**src/rtl/systolic_mac_array.sv**
```systemverilog
// systolic_mac_array: output-stationary DIM x DIM systolic array with a per-cell
// ALU (wrap MAC, saturating MAC, max-plus, min-plus). A and B operand vectors
// are skewed internally, accumulate in place, then drain one row per beat over
// a valid/ready handshake.
// Optional build macro SYSTOLIC_MAC_SAT_FLAG_EN adds a sticky sat_flag output
// that reports wrap (mode 00) or clamp (mode 01) events during the job.
//
// state | meaning
// IDLE  | waiting for the first beat of a job
// FEED  | accepting operand beats until in_last
// DRAIN | flushing the skew/cell pipeline for 2*DIM-1 cycles
// READ  | presenting result rows 0..DIM-1
module systolic_mac_array #(
  parameter int DIM   = 4,
  parameter int W     = 4,
  parameter int ACC_W = 8
) (
  input  logic                     clk,
  input  logic                     rst_n,
  input  logic [1:0]               mode,
  input  logic                     in_valid,
  output logic                     in_ready,
  input  logic                     in_last,
  input  logic [DIM*W-1:0]         a_in,
  input  logic [DIM*W-1:0]         b_in,
  output logic                     out_valid,
  input  logic                     out_ready,
  output logic [DIM*ACC_W-1:0]     out_data,
  output logic [$clog2(DIM)-1:0]   out_row,
  output logic                     busy,
  output logic                     done
`ifdef SYSTOLIC_MAC_SAT_FLAG_EN
  ,output logic                    sat_flag
`endif
);

  localparam int RW = $clog2(DIM);
  localparam int CW = $clog2(2*DIM);
  localparam logic [CW-1:0] DRAIN_LAST = CW'(2*DIM-2);
  localparam logic [RW-1:0] ROW_LAST   = RW'(DIM-1);

  typedef enum logic [1:0] {IDLE, FEED, DRAIN, READ} state_t;

  if (ACC_W < 2*W) begin : g_bad_acc_w
    $error("systolic_mac_array: ACC_W must be at least 2*W");
  end

  state_t              state;
  logic [CW-1:0]       drain_cnt;
  logic [1:0]          mode_q;
  logic                accept;
  logic                start;
  logic [1:0]          op_mode;
  logic [ACC_W-1:0]    init_val;
  logic [RW-1:0]       next_row;

  assign in_ready = (state == IDLE) || (state == FEED);
  assign busy     = (state != IDLE);
  assign accept   = in_valid & in_ready;
  assign start    = accept & (state == IDLE);
  // The first beat of a job must already use the new mode and start value,
  // because cell (0,0) consumes it on the same edge that initialises the array.
  assign op_mode  = start ? mode : mode_q;
  assign init_val = (op_mode == 2'b11) ? {ACC_W{1'b1}} : {ACC_W{1'b0}};
  assign next_row = out_row + 1'b1;

  // Operands entering the array edge after the per-lane skew.
  logic [DIM*W-1:0] a_edge;
  logic [DIM*W-1:0] b_edge;
  logic [DIM-1:0]   a_edge_v;
  logic [DIM-1:0]   b_edge_v;

  for (genvar i = 0; i < DIM; i++) begin : g_skew
    if (i == 0) begin : g_direct
      assign a_edge[W-1:0] = a_in[W-1:0];
      assign b_edge[W-1:0] = b_in[W-1:0];
      assign a_edge_v[0]   = accept;
      assign b_edge_v[0]   = accept;
    end else begin : g_delay
      logic [W-1:0] a_d [i];
      logic [W-1:0] b_d [i];
      logic [i-1:0] a_v;
      logic [i-1:0] b_v;

      // Delay lane i by i cycles; bubbles travel as valid = 0.
      always_ff @(posedge clk or negedge rst_n) begin
        if (!rst_n) begin
          for (int k = 0; k < i; k++) begin
            a_d[k] <= '0;
            b_d[k] <= '0;
          end
          a_v <= '0;
          b_v <= '0;
        end else begin
          a_d[0] <= a_in[i*W +: W];
          b_d[0] <= b_in[i*W +: W];
          a_v[0] <= accept;
          b_v[0] <= accept;
          for (int k = 1; k < i; k++) begin
            a_d[k] <= a_d[k-1];
            b_d[k] <= b_d[k-1];
            a_v[k] <= a_v[k-1];
            b_v[k] <= b_v[k-1];
          end
        end
      end

      assign a_edge[i*W +: W] = a_d[i-1];
      assign b_edge[i*W +: W] = b_d[i-1];
      assign a_edge_v[i]      = a_v[i-1];
      assign b_edge_v[i]      = b_v[i-1];
    end
  end

  // Forwarding registers exist only where a neighbour consumes them:
  // A moves right (columns 0..DIM-2), B moves down (rows 0..DIM-2).
  logic [DIM*(DIM-1)*W-1:0] a_fwd;
  logic [DIM*(DIM-1)-1:0]   a_fwd_v;
  logic [(DIM-1)*DIM*W-1:0] b_fwd;
  logic [(DIM-1)*DIM-1:0]   b_fwd_v;
  logic [DIM*DIM*ACC_W-1:0] acc_all;
`ifdef SYSTOLIC_MAC_SAT_FLAG_EN
  logic [DIM*DIM-1:0]       cell_ovf;
`endif

  for (genvar i = 0; i < DIM; i++) begin : g_row
    for (genvar j = 0; j < DIM; j++) begin : g_col
      localparam int C = i*DIM + j;

      logic [W-1:0]     a_c;
      logic [W-1:0]     b_c;
      logic             a_cv;
      logic             b_cv;
      logic             upd;
      logic [2*W-1:0]   prod;
      logic [W:0]       ab_sum;
      logic [ACC_W:0]   mac_sum;
      logic [ACC_W-1:0] trop;
      logic [ACC_W-1:0] base;
      logic [ACC_W-1:0] nxt;
      logic [ACC_W-1:0] acc_q;

      if (j == 0) begin : g_a_edge
        assign a_c  = a_edge[i*W +: W];
        assign a_cv = a_edge_v[i];
      end else begin : g_a_nbr
        assign a_c  = a_fwd[(i*(DIM-1)+j-1)*W +: W];
        assign a_cv = a_fwd_v[i*(DIM-1)+j-1];
      end

      if (i == 0) begin : g_b_edge
        assign b_c  = b_edge[j*W +: W];
        assign b_cv = b_edge_v[j];
      end else begin : g_b_nbr
        assign b_c  = b_fwd[((i-1)*DIM+j)*W +: W];
        assign b_cv = b_fwd_v[(i-1)*DIM+j];
      end

      assign upd     = a_cv & b_cv;
      assign prod    = a_c * b_c;
      assign ab_sum  = a_c + b_c;
      assign trop    = ACC_W'(ab_sum);
      assign mac_sum = {1'b0, base} + (ACC_W+1)'(prod);

      // Cell ALU: starting value is the job's init value on the first beat.
      always_comb begin
        base = start ? init_val : acc_q;
        nxt  = base;
        if (upd) begin
          case (op_mode)
            2'b00:   nxt = mac_sum[ACC_W-1:0];
            2'b01:   nxt = mac_sum[ACC_W] ? {ACC_W{1'b1}} : mac_sum[ACC_W-1:0];
            2'b10:   nxt = (trop > base) ? trop : base;
            default: nxt = (trop < base) ? trop : base;
          endcase
        end
      end

`ifdef SYSTOLIC_MAC_SAT_FLAG_EN
      assign cell_ovf[C] = upd & ~op_mode[1] & mac_sum[ACC_W];
`endif

      // Accumulator: load on job start or on a valid operand pair, hold on bubbles.
      always_ff @(posedge clk or negedge rst_n) begin
        if (!rst_n) begin
          acc_q <= '0;
        end else if (start || upd) begin
          acc_q <= nxt;
        end
      end

      assign acc_all[C*ACC_W +: ACC_W] = acc_q;

      if (j < DIM-1) begin : g_a_out
        logic [W-1:0] a_q;
        logic         a_qv;
        // Pass A (with its valid) to the right neighbour every cycle.
        always_ff @(posedge clk or negedge rst_n) begin
          if (!rst_n) begin
            a_q  <= '0;
            a_qv <= 1'b0;
          end else begin
            a_q  <= a_c;
            a_qv <= a_cv;
          end
        end
        assign a_fwd[(i*(DIM-1)+j)*W +: W] = a_q;
        assign a_fwd_v[i*(DIM-1)+j]        = a_qv;
      end

      if (i < DIM-1) begin : g_b_out
        logic [W-1:0] b_q;
        logic         b_qv;
        // Pass B (with its valid) to the lower neighbour every cycle.
        always_ff @(posedge clk or negedge rst_n) begin
          if (!rst_n) begin
            b_q  <= '0;
            b_qv <= 1'b0;
          end else begin
            b_q  <= b_c;
            b_qv <= b_cv;
          end
        end
        assign b_fwd[C*W +: W] = b_q;
        assign b_fwd_v[C]      = b_qv;
      end
    end
  end

  // Job sequencing and result row presentation.
  always_ff @(posedge clk or negedge rst_n) begin
    if (!rst_n) begin
      state     <= IDLE;
      drain_cnt <= '0;
      mode_q    <= '0;
      out_valid <= 1'b0;
      out_data  <= '0;
      out_row   <= '0;
      done      <= 1'b0;
    end else begin
      done <= 1'b0;
      case (state)
        IDLE: begin
          if (accept) begin
            mode_q    <= mode;
            drain_cnt <= '0;
            state     <= in_last ? DRAIN : FEED;
          end
        end
        FEED: begin
          if (accept && in_last) begin
            drain_cnt <= '0;
            state     <= DRAIN;
          end
        end
        DRAIN: begin
          if (drain_cnt == DRAIN_LAST) begin
            state     <= READ;
            out_valid <= 1'b1;
            out_row   <= '0;
            out_data  <= acc_all[0 +: DIM*ACC_W];
          end else begin
            drain_cnt <= drain_cnt + 1'b1;
          end
        end
        READ: begin
          if (out_ready) begin
            if (out_row == ROW_LAST) begin
              out_valid <= 1'b0;
              out_row   <= '0;
              done      <= 1'b1;
              state     <= IDLE;
            end else begin
              out_row  <= next_row;
              out_data <= acc_all[next_row*DIM*ACC_W +: DIM*ACC_W];
            end
          end
        end
        default: state <= IDLE;
      endcase
    end
  end

`ifdef SYSTOLIC_MAC_SAT_FLAG_EN
  // Sticky overflow flag: cleared when a job starts, held through READ.
  always_ff @(posedge clk or negedge rst_n) begin
    if (!rst_n) begin
      sat_flag <= 1'b0;
    end else if (start) begin
      sat_flag <= 1'b0;
    end else if (|cell_ovf) begin
      sat_flag <= 1'b1;
    end
  end
`endif

endmodule
```
**config.mk**
```make
export PLATFORM = sky130hd
export DESIGN_NAME = systolic_mac_array
export DESIGN_NICKNAME = d
export VERILOG_FILES = /design/src/rtl/systolic_mac_array.sv
export SDC_FILE = /design/constraint.sdc
export NUM_CORES = 2
export LEC_CHECK = 0
export CORE_AREA = 2 2 325 327
export CTS_CLUSTER_DIAMETER = 60
export DETAILED_ROUTE_END_ITERATION = 10
export DIE_AREA = 0 0 327 329
export PLACE_DENSITY = 0.43
export SETUP_SLACK_MARGIN = 0.4
export SYNTH_ARGS = -nofsm -noshare
export SYNTH_HDL_FRONTEND = slang
export SYNTH_SLANG_ARGS = --single-unit
export TNS_END_PERCENT = 1
```
**constraint.sdc**
```tcl
create_clock -name clk -period 6.7 [get_ports clk]
set_input_delay 1.005 -clock clk [delete_from_list [all_inputs] [get_ports clk]]
set_output_delay 1.005 -clock clk [all_outputs]
set_load 0.05 [all_outputs]
```
==> metrics.csv <==
stage,metric,value,unit
status,status,finished clean,
routing,final_antenna_net_count,0,
die,die-area,108000,um^2
routing,routed_wl,111,mm
yosys,synthesis.area,31000,um^2
yosys,yosys_warnings,0,
worst_setup_path,r2r-end,g_row[0].g_col[1].acc_q[1],
timing,hold_viol,0,
worst_setup_path,crit_slowest_cell,clkdlybuf4s50_1,
clock_network,clock_latency,0.66,ns
worst_setup_path,path_common_cell,o21ai_0,
timing,rsz0062_at_grt,false,
routing,drt-initial-drc-count,1931,
place,hpwl,84.3,mm
die,die_y,329,um
die,rows,119,
clock_network,clkTransAtPathRegs,0.05,ns
yosys,synthCells,3458,
timing,drv_slew,0,
yosys,synth_ff_type,dfrtp_1,
yosys,synth_edf_count,0,
worst_setup_path,cp_data_arrival_time,5.57,ns
yosys,synth_cell_types,81,
timing,clock.fmax,0.198,GHz
global_routing,grt_antenna_before_repair,3,
timing,relSlewSlack,0.287,
layout,fin_nets,4143,
routing,route.detailed.drc,0,
timing,period_needed,5.04,ns
worst_setup_path,r2r_start,state[0],
global_routing,grtUsageTotal,0.207,
worst_setup_path,critPathCaptureType,flip-flop,
worst_setup_path,crit_path_cell_trace,clkdlybuf4s50_1 -> and2_4 -> nand2_4 -> buf_12 -> o21ai_0 -> inv_1 -> fa_1 -> ha_1 -> a21oi_1 -> o211ai_1 -> o41ai_1 -> xnor2_1 -> o21ai_0 -> nand2_1 -> o221a_2,
layout,multi_input_area,21200,um^2
clock_network,cts_max_level,2,
clock_network,ctsResizeCount,0,
pwr,vdd_drop_max,0.289,mV
clock_network,numCtsBuffers,58,
yosys,ys_seq_area_frac,0.259,
yosys,ys_top_cells_by_area,"dfrtp_1 26%, ha_1 17%, fa_1 10%",
global_routing,grt_max_degree,120,
layout,finalCoreUtilization,0.341,
die,start_util,0.297,
die,io_pins,77,
worst_setup_path,path_class,in2reg,
yosys,async_flop_share,1.00,
timing,fin_tns_setup,0,ns
clock_network,clock-sinks,321,
yosys,synth_area_leader_cell,dfrtp_1,
layout,synthToLayoutAreaGrowth,14.5,%
global_routing,grt_pass1_wl,170,mm
place,finalWeightedCongestion,0.878,
place,portBuffers,76,
job,maxCapViolCount,0,
yosys,syn_area_per_cell,8.98,um^2
worst_setup_path,r2r_slack,1.80,ns
yosys,ys_ff_latch,321,
clock_network,cts_tree,yes,
pwr,p_per_area,523,nW/um^2
worst_setup_path,crit_required,7.23,ns
timing,setup_violations,0,
yosys,synthTopCellsByCount,"424 x ha_1, 366 x inv_1, 321 x dfrtp_1, 295 x o21ai_0, 244 x a21oi_1",
layout,drive_above_1_share,0.0625,
yosys,syn_nets,4081,
layout,n_fill_cell,10900,
timing,hold_ws,0.341,ns
worst_setup_path,ff2ff_path_depth,16,
die,dieWidth,327,um
pwr,p_leak,16.7,nW
routing,vias,26200,
worst_setup_path,startpoint_type,input port,
timing,timing.final.crit_share,0.753,
routing,drtPass1Iterations,6,
clock_network,hold_buffers,0,
layout,regArea,8030,um^2
die,core,104000,um^2
routing,wl_per_cell,22.4,um
global_routing,grt_remaining_overflow,0,
clock_network,cts-root-buf,clkbuf_16,
yosys,synth.top_cell.area_share,0.259,
global_routing,grt_pass1_vias,26800,
timing,fin_skew,0.0210,ns
min_path,hp-class,in2async,
worst_setup_path,crit_fanout,31,
yosys,synth.most_common_cell,ha_1,
worst_setup_path,crit_path_max_incr_delay,0.81,ns
clock_network,post-cts-setup-buffer-count,0,
timing,tightest_slew,1.07,ns
routing,via_per_inst,5.29,
clock_network,max-clock-path-buffers,3,
==> placed cells by master, fill, tap and decap left out, types with 59 or more instances in the layout <==
| cell type | synthesis | routed |
|---|---|---|
| a22oi_1 | 67 | 67 |
| o21ai_0 | 295 | 295 |
| dfrtp_1 | 321 | 321 |
| nor3_1 | 65 | 65 |
| clkdlybuf4s50_1 | 0 | 75 |
| nand2_1 | 231 | 229 |
| inv_1 | 366 | 365 |
| and2_1 | 147 | 146 |
| mux2i_1 | 72 | 72 |
| clkbuf_16 | 0 | 59 |
| xnor2_1 | 83 | 83 |
| fa_1 | 160 | 160 |
| nor2_1 | 209 | 209 |
| ha_1 | 424 | 422 |
| a21o_1 | 87 | 87 |
| a21oi_1 | 244 | 240 |
==> through the flow <==
step                cells  setup WS [ns]  instance area, um^2  power [mW]
floorplan            3458           1.96                31000        11.7
global placement     4851          0.931                33600        15.6
detailed placement   4851          0.943                33600        15.5
CTS                  4958           1.63                35600        18.7
global route         4958           1.41                35600        20.3
finish               4960           1.66                35600        18.6
==> critical path: cells and delay by family <==
kind | cells | cell delay [ns]
AO/OA/AOI/OAI | 6 | 1.65
XOR/XNOR | 1 | 0.21
adder cells (fa/ha/maj) | 2 | 0.76
buffers and inverters | 3 | 1.25
AND/OR/NAND/NOR | 3 | 0.65
==> flip-flops by register name (all words and copies together) (netlist names) <==
register / count
g_row.g_col.b_c: 12
g_skew.g_delay.a_d: 12
g_row.g_col.a_c: 12
g_skew.g_delay.b_d: 12
out_row: 2
out_data: 32
g_row.g_col.acc_q: 128
g_row.g_col.g_a_out.a_q: 48
state: 2
g_row.g_col.g_b_out.b_qv: 4
done: 1
mode_q: 2
out_valid: 1
g_row.g_col.g_b_out.b_q: 48
drain_cnt: 3
g_skew.g_delay.b_v: 2
==> final cells by class <==
class                      count  share of cell area
multi-input combinational   2642               0.596
sequential                   321               0.226
tap                         1391              0.0489
clock buffer                  67              0.0438
inverter                     367              0.0387
timing repair buffer         130              0.0358
clock inverter                40              0.0111
antenna                        2            0.000141
==> where the power goes <==
group	leakage, nW	internal [mW]	switching (mW)
registers	3.77	2.55	0.661
logic	12.0	4.74	7.61
clock network	0.953	1.84	1.20
==> logic make-up (layout without fill, tap and decap cells) <==
kind of cell    after synthesis  after routing  share of synthesized area
xor+xnor                    113            113                     0.0319
buf+inv                     495            604                     0.0621
simple gates                844            844                      0.132
fa+ha+maj                   584            584                      0.274
compound gates             1018           1018                      0.214
flops                       321            321                      0.259
mux                          83             83                     0.0272
other cells                   0              2                          0
==> how the worst max path moves through the flow <==
stage / start / endpoint
CTS: in_valid / g_row[0].g_col[1].acc_q[1]
finish: in_valid / g_row[0].g_col[1].acc_q[1]
global route: in_valid / g_row[0].g_col[1].acc_q[1]
global placement: in_valid / g_row[0].g_col[1].acc_q[1]
detailed placement: in_valid / g_row[0].g_col[1].acc_q[1]
floorplan: in_valid / g_row[3].g_col[3].acc_q[6]
==> routing by layer <==
metal | wire length (um) | track usage | vias to the layer above
met5 | 0 | 0 | -
met3 | 4440 | 0.0226 | 129
met1 | 50700 | 0.277 | 13100
li1 | - | - | 12400
met2 | 53500 | 0.355 | 611
met4 | 2320 | 0.0518 | 0
Note: power is estimated with default switching activity, not from simulation.
